<file path="src/rtl/tmr_pkg.sv">
// Shared definitions for the triple-modular-redundant voters: mode and lane-state
// encodings, lane indices and the per-bit majority function.
package tmr_pkg;

   typedef enum logic [1:0] {
      MODE_TMR      = 2'b00,
      MODE_DMR      = 2'b01,
      MODE_DEGRADED = 2'b10
   } mode_e;

   typedef enum logic [1:0] {
      LANE_OK      = 2'b00,
      LANE_SUSPECT = 2'b01,
      LANE_FAULTED = 2'b10
   } lane_state_e;

   localparam int LANE_A    = 0;
   localparam int LANE_B    = 1;
   localparam int LANE_C    = 2;
   localparam int NUM_LANES = 3;

   function automatic logic maj3(input logic a, input logic b, input logic c);
      return (a & b) | (b & c) | (a & c);
   endfunction

endpackage

</file>
<file path="src/rtl/tmr_lane_monitor.sv">
// Per-lane persistence tracker: a lane is declared faulted after PERSIST
// consecutive mismatching samples and stays faulted until cleared or reset.
module tmr_lane_monitor
   import tmr_pkg::*;
#(
   parameter int PERSIST = 4
) (
   input  logic        clk,
   input  logic        rst_n,
   input  logic        clr,
   input  logic        mm,
   output lane_state_e state,
   output logic        faulted,
   output logic        faulted_nxt
);

   localparam int PC_W = $clog2(PERSIST + 1);
   localparam logic [PC_W-1:0] PC_LIMIT = PC_W'(PERSIST);

   lane_state_e     state_q, state_d;
   logic [PC_W-1:0] pc_q, pc_d;
   logic [PC_W-1:0] pc_inc;

   assign pc_inc = pc_q + PC_W'(1);

   always_comb begin
      state_d = state_q;
      pc_d    = pc_q;
      if (clr) begin
         state_d = LANE_OK;
         pc_d    = '0;
      end else begin
         case (state_q)
            LANE_OK: begin
               if (mm) begin
                  pc_d    = PC_W'(1);
                  state_d = (PERSIST == 1) ? LANE_FAULTED : LANE_SUSPECT;
               end
            end
            LANE_SUSPECT: begin
               if (mm) begin
                  pc_d = pc_inc;
                  if (pc_inc == PC_LIMIT) begin
                     state_d = LANE_FAULTED;
                  end
               end else begin
                  pc_d    = '0;
                  state_d = LANE_OK;
               end
            end
            LANE_FAULTED: begin
               state_d = LANE_FAULTED;
            end
            default: begin
               state_d = LANE_OK;
               pc_d    = '0;
            end
         endcase
      end
   end

   always_ff @(posedge clk) begin
      if (!rst_n) begin
         state_q <= LANE_OK;
         pc_q    <= '0;
      end else begin
         state_q <= state_d;
         pc_q    <= pc_d;
      end
   end

   assign state       = state_q;
   assign faulted     = (state_q == LANE_FAULTED);
   assign faulted_nxt = (state_d == LANE_FAULTED);

endmodule

</file>
<file path="src/rtl/tmr_gpio_voter_mon.sv">
// Registered TMR GPIO voter with per-lane disagreement monitoring, fault masking
// (TMR -> DMR -> DEGRADED) and a saturating mismatch-event counter.
module tmr_gpio_voter_mon
   import tmr_pkg::*;
#(
   parameter int WIDTH   = 8,
   parameter int PERSIST = 4,
   parameter int CNT_W   = 8
) (
   input  logic             clk,
   input  logic             rst_n,
   input  logic [WIDTH-1:0] gpio_a,
   input  logic [WIDTH-1:0] gpio_b,
   input  logic [WIDTH-1:0] gpio_c,
   input  logic             mask_en,
   input  logic             clr_faults,
   output logic [WIDTH-1:0] gpio_voted,
   output logic [2:0]       lane_mismatch,
   output logic [2:0]       lane_fault,
   output logic [1:0]       mode,
   output logic             unresolved,
   output logic [CNT_W-1:0] err_count
);

   logic [WIDTH-1:0] maj;
   logic [2:0]       mm;
   logic [2:0]       fault_nxt;
   lane_state_e      lane_state [NUM_LANES];

   logic [WIDTH-1:0] voted_q, voted_d;
   logic [2:0]       mm_q, mm_d;
   mode_e            mode_q, mode_d;
   logic             unres_q, unres_d;
   logic [CNT_W-1:0] err_q, err_d;

   logic [WIDTH-1:0] pair_x, pair_y, agree;
   logic [1:0]       fault_cnt;

   always_comb begin
      for (int i = 0; i < WIDTH; i++) begin
         maj[i] = maj3(gpio_a[i], gpio_b[i], gpio_c[i]);
      end
   end

   assign mm[LANE_A] = |(gpio_a ^ maj);
   assign mm[LANE_B] = |(gpio_b ^ maj);
   assign mm[LANE_C] = |(gpio_c ^ maj);

   tmr_lane_monitor #(.PERSIST(PERSIST)) u_mon_a (
      .clk         (clk),
      .rst_n       (rst_n),
      .clr         (clr_faults),
      .mm          (mm[LANE_A]),
      .state       (lane_state[LANE_A]),
      .faulted     (lane_fault[LANE_A]),
      .faulted_nxt (fault_nxt[LANE_A])
   );

   tmr_lane_monitor #(.PERSIST(PERSIST)) u_mon_b (
      .clk         (clk),
      .rst_n       (rst_n),
      .clr         (clr_faults),
      .mm          (mm[LANE_B]),
      .state       (lane_state[LANE_B]),
      .faulted     (lane_fault[LANE_B]),
      .faulted_nxt (fault_nxt[LANE_B])
   );

   tmr_lane_monitor #(.PERSIST(PERSIST)) u_mon_c (
      .clk         (clk),
      .rst_n       (rst_n),
      .clr         (clr_faults),
      .mm          (mm[LANE_C]),
      .state       (lane_state[LANE_C]),
      .faulted     (lane_fault[LANE_C]),
      .faulted_nxt (fault_nxt[LANE_C])
   );

   // In DMR exactly one lane is faulted; the other two form the voting pair.
   always_comb begin
      pair_x = gpio_a;
      pair_y = gpio_b;
      if (lane_state[LANE_A] == LANE_FAULTED) begin
         pair_x = gpio_b;
         pair_y = gpio_c;
      end else if (lane_state[LANE_B] == LANE_FAULTED) begin
         pair_x = gpio_a;
         pair_y = gpio_c;
      end
   end

   assign agree     = ~(pair_x ^ pair_y);
   assign fault_cnt = 2'(fault_nxt[LANE_A]) + 2'(fault_nxt[LANE_B]) + 2'(fault_nxt[LANE_C]);

   always_comb begin
      voted_d = maj;
      unres_d = 1'b0;
      mm_d    = mm;
      err_d   = err_q;
      mode_d  = MODE_TMR;

      if (mode_q == MODE_DMR && mask_en && !clr_faults) begin
         voted_d = (pair_x & agree) | (voted_q & ~agree);
         unres_d = ~&agree;
      end

      case (fault_cnt)
         2'd0:    mode_d = MODE_TMR;
         2'd1:    mode_d = MODE_DMR;
         default: mode_d = MODE_DEGRADED;
      endcase

      if (clr_faults) begin
         mm_d  = '0;
         err_d = '0;
      end else if (|mm && err_q != {CNT_W{1'b1}}) begin
         err_d = err_q + CNT_W'(1);
      end
   end

   always_ff @(posedge clk) begin
      if (!rst_n) begin
         voted_q <= '0;
         mm_q    <= '0;
         mode_q  <= MODE_TMR;
         unres_q <= 1'b0;
         err_q   <= '0;
      end else begin
         voted_q <= voted_d;
         mm_q    <= mm_d;
         mode_q  <= mode_d;
         unres_q <= unres_d;
         err_q   <= err_d;
      end
   end

   assign gpio_voted    = voted_q;
   assign lane_mismatch = mm_q;
   assign mode          = mode_q;
   assign unresolved    = unres_q;
   assign err_count     = err_q;

endmodule

</file>
<file path="config.mk">
export PLATFORM = sky130hd
export DESIGN_NAME = tmr_gpio_voter_mon
export DESIGN_NICKNAME = d
export VERILOG_FILES = /design/src/rtl/tmr_pkg.sv /design/src/rtl/tmr_lane_monitor.sv /design/src/rtl/tmr_gpio_voter_mon.sv
export SDC_FILE = /design/constraint.sdc
export NUM_CORES = 1
export LEC_CHECK = 0
export BUFFER_PORTS_ARGS = -buffer_cell sky130_fd_sc_hd__clkbuf_2
export CORE_UTILIZATION = 60
export DETAILED_ROUTE_END_ITERATION = 10
export GPL_TIMING_DRIVEN = 0
export PLACE_DENSITY = 0.85
export SYNTH_ARGS = -nofsm -noshare
export SYNTH_HDL_FRONTEND = slang
export SYNTH_HIERARCHICAL = 1
export SYNTH_SLANG_ARGS = --single-unit
</file>
<file path="constraint.sdc">
create_clock -name clk -period 3.9 [get_ports clk]
set_input_delay 0.195 -clock clk [delete_from_list [all_inputs] [get_ports clk]]
set_output_delay 0.195 -clock clk [all_outputs]
set_load 0.05 [all_outputs]
</file>
==> insert_results.sql, run 1 <==
INSERT INTO impl_metrics (metric_group, metric, value, unit) VALUES
('logic_synthesis', 'synthArstFlopShare', '0', '%'),
('place', 'pre_cts_slack', '0.944', 'ns'),
('logic_synthesis', 'fraction_of_the_mapped_netlist_area_in_compound_gates', '25.8', '%'),
('timing', 'fmax', '374', 'MHz'),
('setup_path', 'cp_cell_sequence', 'clkbuf_1 -> nor2b_1 -> nand2b_1 -> a221o_1 -> a2111oi_0 -> o2111ai_1 -> nor2b_4 -> a41oi_1 -> nor2_1 -> inv_1 -> fa_1 -> and3b_1', ''),
('logic_synthesis', 'syn-instance-count', '363', ''),
('detailed_routing', 'drt-pass1-iter-count', '7', ''),
('logic_synthesis', 'dominant_combinational_cell_family_by_area_after_synthesis', 'simple AND/OR/NAND/NOR gates', ''),
('layout', 'finish.utilization', '71.0', '%'),
('pwr', 'power_leakage', '1.33', 'nW'),
('setup_path', 'setup.reg_to_reg.worst_slack', '1.70', 'ns'),
('setup_path', 'required', '4.13', 'ns'),
('clock_tree', 'tritoncts', 'done', ''),
('clock_tree', 'post_cts_hold_buffer_count', '0', ''),
('clock_tree', 'postCtsSetupRepairBufs', '0', ''),
('logic_synthesis', 'avgSynthCellArea', '7.83', 'µm²'),
('place', 'port_buffer_cells', '33', ''),
('detailed_routing', 'num_vias', '2760', ''),
('clock_tree', 'cts_buffers', '5', ''),
('flow_run', 'timing.max_cap.violations', '0', ''),
('layout', 'most_frequent_cells_in_the_layout', 'a21oi_1, nor2_1, dfxtp_1', ''),
('clock_tree', 'clk_transition_reported_paths', '0.07', 'ns'),
('clock_tree', 'number_of_levels_the_h_tree_was_split_into', '2', ''),
('logic_synthesis', 'yosysWarningCount', '6', ''),
('global_route', 'first_global_vias', '2480', ''),
('floorplanning', 'core', '4440', 'µm²'),
('setup_path', 'worstSetupEndpointType', 'flop', ''),
('logic_synthesis', 'synth.distinct_cells', '56', ''),
('setup_path', 'worstPathBufferInverterCount', '2', ''),
('global_route', 'grt_pass1_wl', '11.4', 'mm'),
('floorplanning', 'die_width', '70.8', 'µm'),
('layout', 'post_layout_net_count', '439', ''),
('floorplanning', 'die-area', '5020', 'µm²'),
('pwr', 'p_int', '0.589', 'mW'),
('detailed_routing', 'vias_per_cell', '6.07', ''),
('clock_tree', 'post_cts_gate_resize_count', '0', ''),
('global_route', 'track_usage', '28.5', '%'),
('clock_tree', 'cts_num_sinks', '37', ''),
('place', 'half_perimeter_wire_length_after_placement', '5.02', 'mm'),
('pwr', 'totalPowerFinal', '0.869', 'mW'),
('logic_synthesis', 'synth-xor-area-share', '3.70', '%'),
('logic_synthesis', 'number_of_enable_flip_flop_cells_after_synthesis', '0', ''),
('logic_synthesis', 'synth_sequential_area_ratio', '26.1', '%'),
('logic_synthesis', 'synthDominantAreaCellType', 'dfxtp_1', ''),
('place', 'gp_routability_congestion', '0.942', ''),
('clock_tree', 'clk_root_buffer_cell', 'clkbuf_8', ''),
('status', 'run_status', 'complete, no violations', ''),
('setup_path', 'critical_path_class', 'in2reg', ''),
('logic_synthesis', 'synth.ff_latch_count', '37', ''),
('global_route', 'globalRoute.totalOverflow', '0', ''),
('logic_synthesis', 'mappedNetlistNets', '399', ''),
('timing', 'report.final.setup_viol', '0', ''),
('logic_synthesis', 'post_synth_fa_ha_maj_area_fraction', '3.79', '%'),
('global_route', 'antenna_found_initial', '0', ''),
('pwr', 'peakVddDrop', '0.000228', 'V'),
('setup_path', 'timing.critical_path.fanout_max', '8', ''),
('floorplanning', 'die_height', '70.8', 'µm'),
('timing', 'timing_max_transition_violations_final', '0', ''),
('timing', 'period_share', '68.6', '%'),
('pwr', 'pwr-share-seq', '46.3', '%'),
('min_path', 'worstHoldPathType', 'in2reg', ''),
('layout', 'diodes', '0', ''),
('logic_synthesis', 'synth_flop_cell', 'dfxtp_1', ''),
('logic_synthesis', 'synth_top_cells_by_area', 'dfxtp_1, a21oi_1, nor2_1', ''),
('detailed_routing', 'postRouteWirelength', '6.82', 'mm'),
('setup_path', 'critical_path_arrival', '2.90', 'ns'),
('pwr', 'total_switching_power', '0.280', 'mW'),
('timing', 'transition_time_at_the_pin_with_the_least_slew_margin', '0.609', 'ns'),
('pwr', 'share_clk_of_total_power', '30.2', '%'),
('detailed_routing', 'drcViolationCount', '0', ''),
('clock_tree', 'insertion_delay', '0.29', 'ns');
[per-stage QoR]
stage,std cells,area [µm²],hold WS [ns]
after CTS,455,3150,0.250
after global routing,455,3150,0.253
after detailed placement,448,3070,0.495
final,455,3150,0.258
after global placement,448,3070,0.484
after floorplan,363,2840,0.349
[routing by layer]
layer / up-vias / global-route usage [%] / share of wire, %
met2: 91 / 48.0 / 47
met4: 0 / 9.33 / 1.8
met5: - / 0 / 0
met3: 11 / 5.13 / 5.5
met1: 1265 / 37.0 / 46
li1: 1393 / - / -
[cells in the mapped netlist (5+ instances only)]
cell type / number
a21oi_1: 45
o21ai_0: 14
and3_1: 5
dfxtp_1: 37
o21a_1: 6
a31oi_1: 5
nand2_1: 16
clkbuf_1: 23
a311oi_1: 6
o22ai_1: 5
ha_1: 7
mux2i_1: 9
nand2b_1: 23
nor2_1: 45
a41oi_1: 5
o32ai_1: 8
inv_1: 9
nor2b_1: 17
xor2_1: 8
[worst paths after layout]
kind,from,end,cells past startpoint
worst max register to register,u_mon_b/state[1],flop,8
worst min register to register,u_mon_b/pc_q[2],u_mon_b/pc_q[2],1
worst max-delay path,gpio_b[0],mode[0],12
worst min-delay path,rst_n,mode[0],2
[cell type report]
class                      instances  area [µm²]
inverter                           9        33.8
timing repair buffer              33         165
clock buffer                       6        72.6
fill                             387        1290
multi-input combinational        290        1960
clock inverter                     1        8.76
sequential                        37         741
tap                               52        65.1
buffer                            27         111
[cells by family after synthesis]
family	after synthesis
simple gates	144
compound gates	111
flops	37
buf+inv	36
mux	15
xor+xnor	12
fa+ha+maj	8
[power groups by stage]
stage | logic, mW | registers (mW) | clock network (mW)
after detailed placement | 0.200 | 0.411 | 0
final | 0.204 | 0.403 | 0.262
after global routing | 0.223 | 0.405 | 0.286
after global placement | 0.196 | 0.410 | 0
after floorplan | 0.128 | 0.438 | 0
after CTS | 0.202 | 0.402 | 0.269
Power figures use the tool's default switching activity.
==> run 2, diff against run 1 <==
Settings changed: CORE_UTILIZATION 60 to 51, PLACE_DENSITY 0.85 to 0.77.
Clock period 3.9 ns to 2.4 ns, I/O delays scaled along.
==> insert_results.sql, run 2 (synthesis results as in run 1) <==
INSERT INTO impl_metrics (metric_group, metric, value, unit) VALUES
('setup_path', 'cp_cell_sequence', 'clkbuf_1 -> nor2b_1 -> o21ai_0 -> o21ai_0 -> nor3_1 -> nand4_1 -> nor2b_4 -> a41oi_1 -> nor2_1 -> inv_1 -> fa_1 -> and3b_1', ''),
('setup_path', 'critical_path_arrival', '2.52', 'ns'),
('global_route', 'first_global_vias', '2461', ''),
('timing', 'transition_time_at_the_pin_with_the_least_slew_margin', '0.589', 'ns'),
('floorplanning', 'ios', '53', ''),
('place', 'port_buffer_cells', '33', ''),
('setup_path', 'cp_common_cell', 'o21ai_0', ''),
('clock_tree', 'insertion_delay', '0.29', 'ns'),
('min_path', 'worstHoldPathType', 'in2reg', ''),
('global_route', 'antenna_found_initial', '0', ''),
('detailed_routing', 'vias_per_cell', '5.75', ''),
('setup_path', 'worstSetupEndpointType', 'flop', ''),
('pwr', 'power_leakage', '1.38', 'nW'),
('setup_path', 'timing.critical_path.slowest_stage_cell', 'fa_1', ''),
('place', 'placed_cell_area', '3100', 'µm²'),
('timing', 'slew_headroom', '60.7', '%'),
('setup_path', 'required', '2.63', 'ns'),
('clock_tree', 'cts_num_sinks', '37', ''),
('setup_path', 'cp-start-kind', 'primary input', ''),
('clock_tree', 'cts_buffers', '5', ''),
('clock_tree', 'ctsLongestPathBuffers', '2', ''),
('setup_path', 'worstPathBufferInverterCount', '2', ''),
('detailed_routing', 'postRouteWirelength', '6.80', 'mm'),
('layout', 'post_route_cells_drive_above_1_share', '18.8', '%'),
('status', 'run_status', 'complete, no violations', ''),
('layout', 'post_layout_net_count', '440', ''),
('setup_path', 'critical_path.max_stage_delay', '0.40', 'ns'),
('place', 'half_perimeter_wire_length_after_placement', '4.99', 'mm'),
('detailed_routing', 'drt-pass1-iter-count', '5', ''),
('layout', 'diodes', '0', ''),
('floorplanning', 'start_util', '54.3', '%'),
('floorplanning', 'die_height', '76.7', 'µm'),
('floorplanning', 'core', '5240', 'µm²'),
('flow_run', 'timing.max_cap.violations', '0', ''),
('floorplanning', 'die_width', '76.7', 'µm'),
('setup_path', 'critical_path.top_delay_family', 'simple AND/OR/NAND/NOR gates', ''),
('timing', 'report.final.hold_viol_count', '0', ''),
('clock_tree', 'post_cts_hold_buffer_count', '0', ''),
('timing', 'period_share', '95.4', '%'),
('clock_tree', 'tritoncts', 'done', ''),
('layout', 'fillerInstances', '501', ''),
('layout', 'area_growth_syn_to_layout', '14.6', '%'),
('timing', 'grt_setup_unrepaired', 'true', ''),
('global_route', 'grt_pass1_wl', '11.3', 'mm'),
('pwr', 'peakVddDrop', '0.000260', 'V'),
('layout', 'most_frequent_cells_in_the_layout', 'a21oi_1, nor2_1, clkbuf_2', ''),
('timing', 'timing_max_transition_violations_final', '0', ''),
('timing', 'post-route-min-period', '2.29', 'ns'),
('global_route', 'maximum_number_of_pins_on_one_net_before_global_route_repair', '13', ''),
('setup_path', 'critical_path_class', 'in2reg', ''),
('place', 'gp_routability_congestion', '0.924', ''),
('timing', 'fmax', '437', 'MHz'),
('timing', 'timing.clock.skew', '0.00603', 'ns'),
('detailed_routing', 'detail_route.wl_per_cell', '14.3', 'µm'),
('timing', 'tns', '0', 'ns'),
('floorplanning', 'placementRows', '26', ''),
('floorplanning', 'die-area', '5880', 'µm²'),
('detailed_routing', 'drcViolationCount', '0', ''),
('setup_path', 'timing.critical_path.fanout_max', '8', ''),
('global_route', 'track_usage', '23.6', '%'),
('timing', 'report.final.setup_viol', '0', ''),
('layout', 'design_area', '3260', 'µm²'),
('global_route', 'globalRoute.totalOverflow', '0', ''),
('detailed_routing', 'antenna_left', '0', ''),
('pwr', 'p_per_area', '461', 'nW/µm²'),
('detailed_routing', 'detail_route.iter0.violations', '235', ''),
('clock_tree', 'number_of_levels_the_h_tree_was_split_into', '2', ''),
('detailed_routing', 'num_vias', '2729', ''),
('clock_tree', 'clk_transition_reported_paths', '0.08', 'ns'),
('clock_tree', 'clk_root_buffer_cell', 'clkbuf_8', '');
## run 2: final cells by class
class / instances / area, µm² / area share, %
multi-input cells: 290 / 2000 / 61.3
inverters: 9 / 33.8 / 1.04
repair buffers: 34 / 173 / 5.30
clock buffers: 7 / 96.3 / 2.96
clock inverters: 1 / 8.76 / 0.269
plain buffers: 27 / 120 / 3.69
well taps: 70 / 87.6 / 2.69
flip-flops and latches: 37 / 741 / 22.7
## run 2: worst reg2reg max path: cells and delay by family, from the launching register on
kind / cells / cell delay (ns)
adders and majority gates: 2 / 0.74
DFF: 1 / 0.37
and+or+nand+nor: 2 / 0.31
xor gates and xnor gates: 1 / 0.20
AOI/OAI and AO/OA: 1 / 0.20
buffers and inverters: 1 / 0.07
## run 2: power breakdown
group	internal, mW	leakage (nW)	total (mW)	switching (mW)
logic	0.127	1.02	0.342	0.214
registers	0.634	0.303	0.654	0.0199
clock network	0.266	0.0549	0.507	0.241
total	1.03	1.38	1.50	0.475
## run 2: final timing paths
path | from | end | slack (ns) | depth (start not counted)
worst max-delay path | gpio_b[4] | mode[0] | 0.11 | 12
worst max register to register | u_mon_a/pc_q[0] | mode[0] | 0.42 | 7
worst min-delay path | rst_n | lane_mismatch[1] | 0.16 | 3
worst min register to register | u_mon_a/pc_q[2] | u_mon_a/pc_q[2] | 0.51 | 1
## run 2: what timing repair did
action / CTS / global route
pin swaps: 0 / 1
buffers inserted: 0 / 1
gates resized for setup: 3 / 10
endpoints found under the setup margin: 1 / 2
## run 2: metal layers
| layer | track usage, % | vias to the layer above | part of all wire (%) |
|---|---|---|---|
| li1 | - | 1390 | - |
| met2 | 38.8 | 72 | 46 |
| met3 | 4.64 | 10 | 6.4 |
| met4 | 6.35 | 0 | 1.4 |
| met1 | 31.2 | 1257 | 46 |
| met5 | 0 | - | 0 |
## run 2: stage by stage
step	total power [mW]	hold slack (ns)	utilization, %	setup WS, ns	instances
floorplan	0.923	0.274	-	0.00509	363
global placement	0.989	0.439	59.3	-0.328	466
detailed placement	0.994	0.469	59.3	-0.339	466
CTS	1.50	0.167	61.6	0.0226	474
global route	1.58	0.195	62.2	-0.0363	475
finish	1.50	0.158	62.2	0.110	475
==> run 3, diff against run 2 <==
Settings changed: CORE_UTILIZATION 51 to 24, PLACE_DENSITY 0.77 to unset.
==> insert_results.sql, run 3 (synthesis results as in run 1) <==
INSERT INTO impl_metrics (metric_group, metric, value, unit) VALUES
('place', 'dpl.cell_count', '539', ''),
('flow_run', 'timing.max_cap.violations', '0', ''),
('floorplanning', 'die_width', '111', 'µm'),
('global_route', 'maximum_number_of_pins_on_one_net_before_global_route_repair', '13', ''),
('global_route', 'use_met2', '20.6', '%'),
('place', 'port_buffer_cells', '33', ''),
('clock_tree', 'tritoncts', 'done', ''),
('detailed_routing', 'detail_route.wl_per_cell', '14.6', 'µm'),
('timing', 'timing_max_transition_violations_final', '0', ''),
('setup_path', 'cp-start-kind', 'flop', ''),
('clock_tree', 'cts_buffers', '5', ''),
('detailed_routing', 'detail_route.iter0.violations', '197', ''),
('layout', 'post_route_cells_drive_above_1_share', '21.8', '%'),
('setup_path', 'worstSetupEndpointType', 'flop', ''),
('timing', 'slew_headroom', '56.8', '%'),
('layout', 'most_frequent_cells_in_the_layout', 'nor2_1, a21oi_1, clkbuf_2', ''),
('timing', 'hold-worst-slack', '0.185', 'ns'),
('place', 'gp_routability_congestion', '0.883', ''),
('clock_tree', 'post_cts_hold_buffer_count', '0', ''),
('setup_path', 'required', '2.54', 'ns'),
('global_route', 'track_usage', '12.7', '%'),
('detailed_routing', 'vias_per_cell', '4.98', ''),
('detailed_routing', 'antenna_left', '0', ''),
('timing', 'report.final.hold_viol_count', '0', ''),
('detailed_routing', 'drt-pass1-iter-count', '4', ''),
('clock_tree', 'clk_root_buffer_cell', 'clkbuf_16', ''),
('layout', 'finish.utilization', '30.1', '%'),
('status', 'run_status', 'complete, no violations', ''),
('floorplanning', 'start_util', '24.8', '%'),
('timing', 'transition_time_at_the_pin_with_the_least_slew_margin', '0.648', 'ns'),
('layout', 'post_layout_net_count', '443', ''),
('timing', 'fmax', '446', 'MHz'),
('layout', 'design_area', '3460', 'µm²'),
('place', 'pre_cts_slack', '-0.395', 'ns'),
('setup_path', 'crit-reg2reg-launch', 'u_mon_b/state[1]', ''),
('global_route', 'top_usage_layer', 'met2', ''),
('timing', 'min_setup_slack_post_route', '0.159', 'ns'),
('pwr', 'p_per_area', '482', 'nW/µm²'),
('setup_path', 'reg2reg_depth', '8', ''),
('clock_tree', 'cts_num_sinks', '37', ''),
('pwr', 'power_leakage', '1.44', 'nW'),
('floorplanning', 'die-area', '12300', 'µm²'),
('layout', 'area_growth_syn_to_layout', '21.6', '%'),
('floorplanning', 'core', '11500', 'µm²'),
('min_path', 'worstHoldPathType', 'in2reg', ''),
('clock_tree', 'clk_transition_reported_paths', '0.07', 'ns'),
('layout', 'diodes', '0', ''),
('global_route', 'gr-usage-met3', '2.95', '%'),
('place', 'placed_cell_area', '3200', 'µm²'),
('layout', 'post_layout_nonfiller_instances', '551', ''),
('clock_tree', 'insertion_delay', '0.28', 'ns'),
('pwr', 'totalPowerFinal', '1.67', 'mW'),
('floorplanning', 'placementRows', '39', ''),
('clock_tree', 'ctsLongestPathBuffers', '2', ''),
('setup_path', 'critical_path_arrival', '2.38', 'ns'),
('global_route', 'first_global_vias', '2539', ''),
('timing', 'report.final.setup_viol', '0', ''),
('clock_tree', 'number_of_levels_the_h_tree_was_split_into', '2', ''),
('timing', 'timing.clock.skew', '0.0109', 'ns'),
('timing', 'tns', '0', 'ns'),
('setup_path', 'critical_path_class', 'reg2reg', ''),
('global_route', 'antenna_found_initial', '0', ''),
('timing', 'post-route-min-period', '2.24', 'ns'),
('global_route', 'globalRoute.totalOverflow', '0', ''),
('timing', 'period_share', '93.4', '%'),
('detailed_routing', 'num_vias', '2746', ''),
('setup_path', 'setup.reg_to_reg.worst_slack', '0.16', 'ns'),
('detailed_routing', 'postRouteWirelength', '8.05', 'mm'),
('detailed_routing', 'drcViolationCount', '0', ''),
('layout', 'layout.cells.most_common', 'nor2_1', ''),
('pwr', 'peakVddDrop', '0.000290', 'V'),
('global_route', 'grt_util_met1', '17.2', '%'),
('place', 'half_perimeter_wire_length_after_placement', '6.01', 'mm'),
('floorplanning', 'ios', '53', ''),
('global_route', 'grt_pass1_wl', '12.7', 'mm'),
('setup_path', 'timing.critical_path.fanout_max', '10', ''),
('floorplanning', 'die_height', '111', 'µm'),
('setup_path', 'worstSetupStartpoint', 'u_mon_b/state[1]', '');
==> run 3: report_power, final <==
group          total [mW]  switching [mW]  internal (mW)
clock               0.653           0.271          0.381
combinational       0.358           0.222          0.136
sequential          0.656          0.0210          0.635
==> run 3: layout make-up <==
| type | instances | area [µm²] |
|---|---|---|
| plain buffers | 27 | 135 |
| clock buffers | 5 | 125 |
| clock inverters | 3 | 17.5 |
| fillers | 1216 | 8010 |
| inverters | 9 | 33.8 |
| multi-input cells | 290 | 2030 |
| flip-flops and latches | 37 | 741 |
| well taps | 143 | 179 |
| repair buffers | 37 | 195 |
==> run 3: repair_timing <==
item	in CTS	in global routing
gates resized for setup	4	31
pin swaps	1	7
endpoints found under the setup margin	1	1
setup buffers	1	3
hold endpoints to repair	0	0
==> run 3: worst min-delay path by stage <==
stage / start / to / slack, ns / depth (start not counted)
global placement: rst_n / mode[0] / 0.46 / 2
floorplan: rst_n / lane_mismatch[1] / 0.27 / 2
detailed placement: rst_n / mode[0] / 0.47 / 2
global route: rst_n / lane_mismatch[1] / 0.19 / 3
CTS: rst_n / mode[0] / 0.18 / 2
finish: rst_n / mode[0] / 0.19 / 2
==> run 3: metal layers <==
layer  vias up  routed length, µm  share of wire (%)
li1       1402                  -                  -
met1      1270               3890                 48
met2        70               3660                 46
met3         4                456                5.7
met4         0                 35               0.43
met5         -                  0                  0
==> run 3: critical path: stages (launching register included) <==
cell and delay (ns):
dfxtp_1 0.45, nor2b_1 0.17, clkbuf_1 0.46, buf_1 0.45, nor2_1 0.08, a21oi_1 0.18, o32ai_1 0.11, a21oi_1 0.14
a21oi_1 0.08
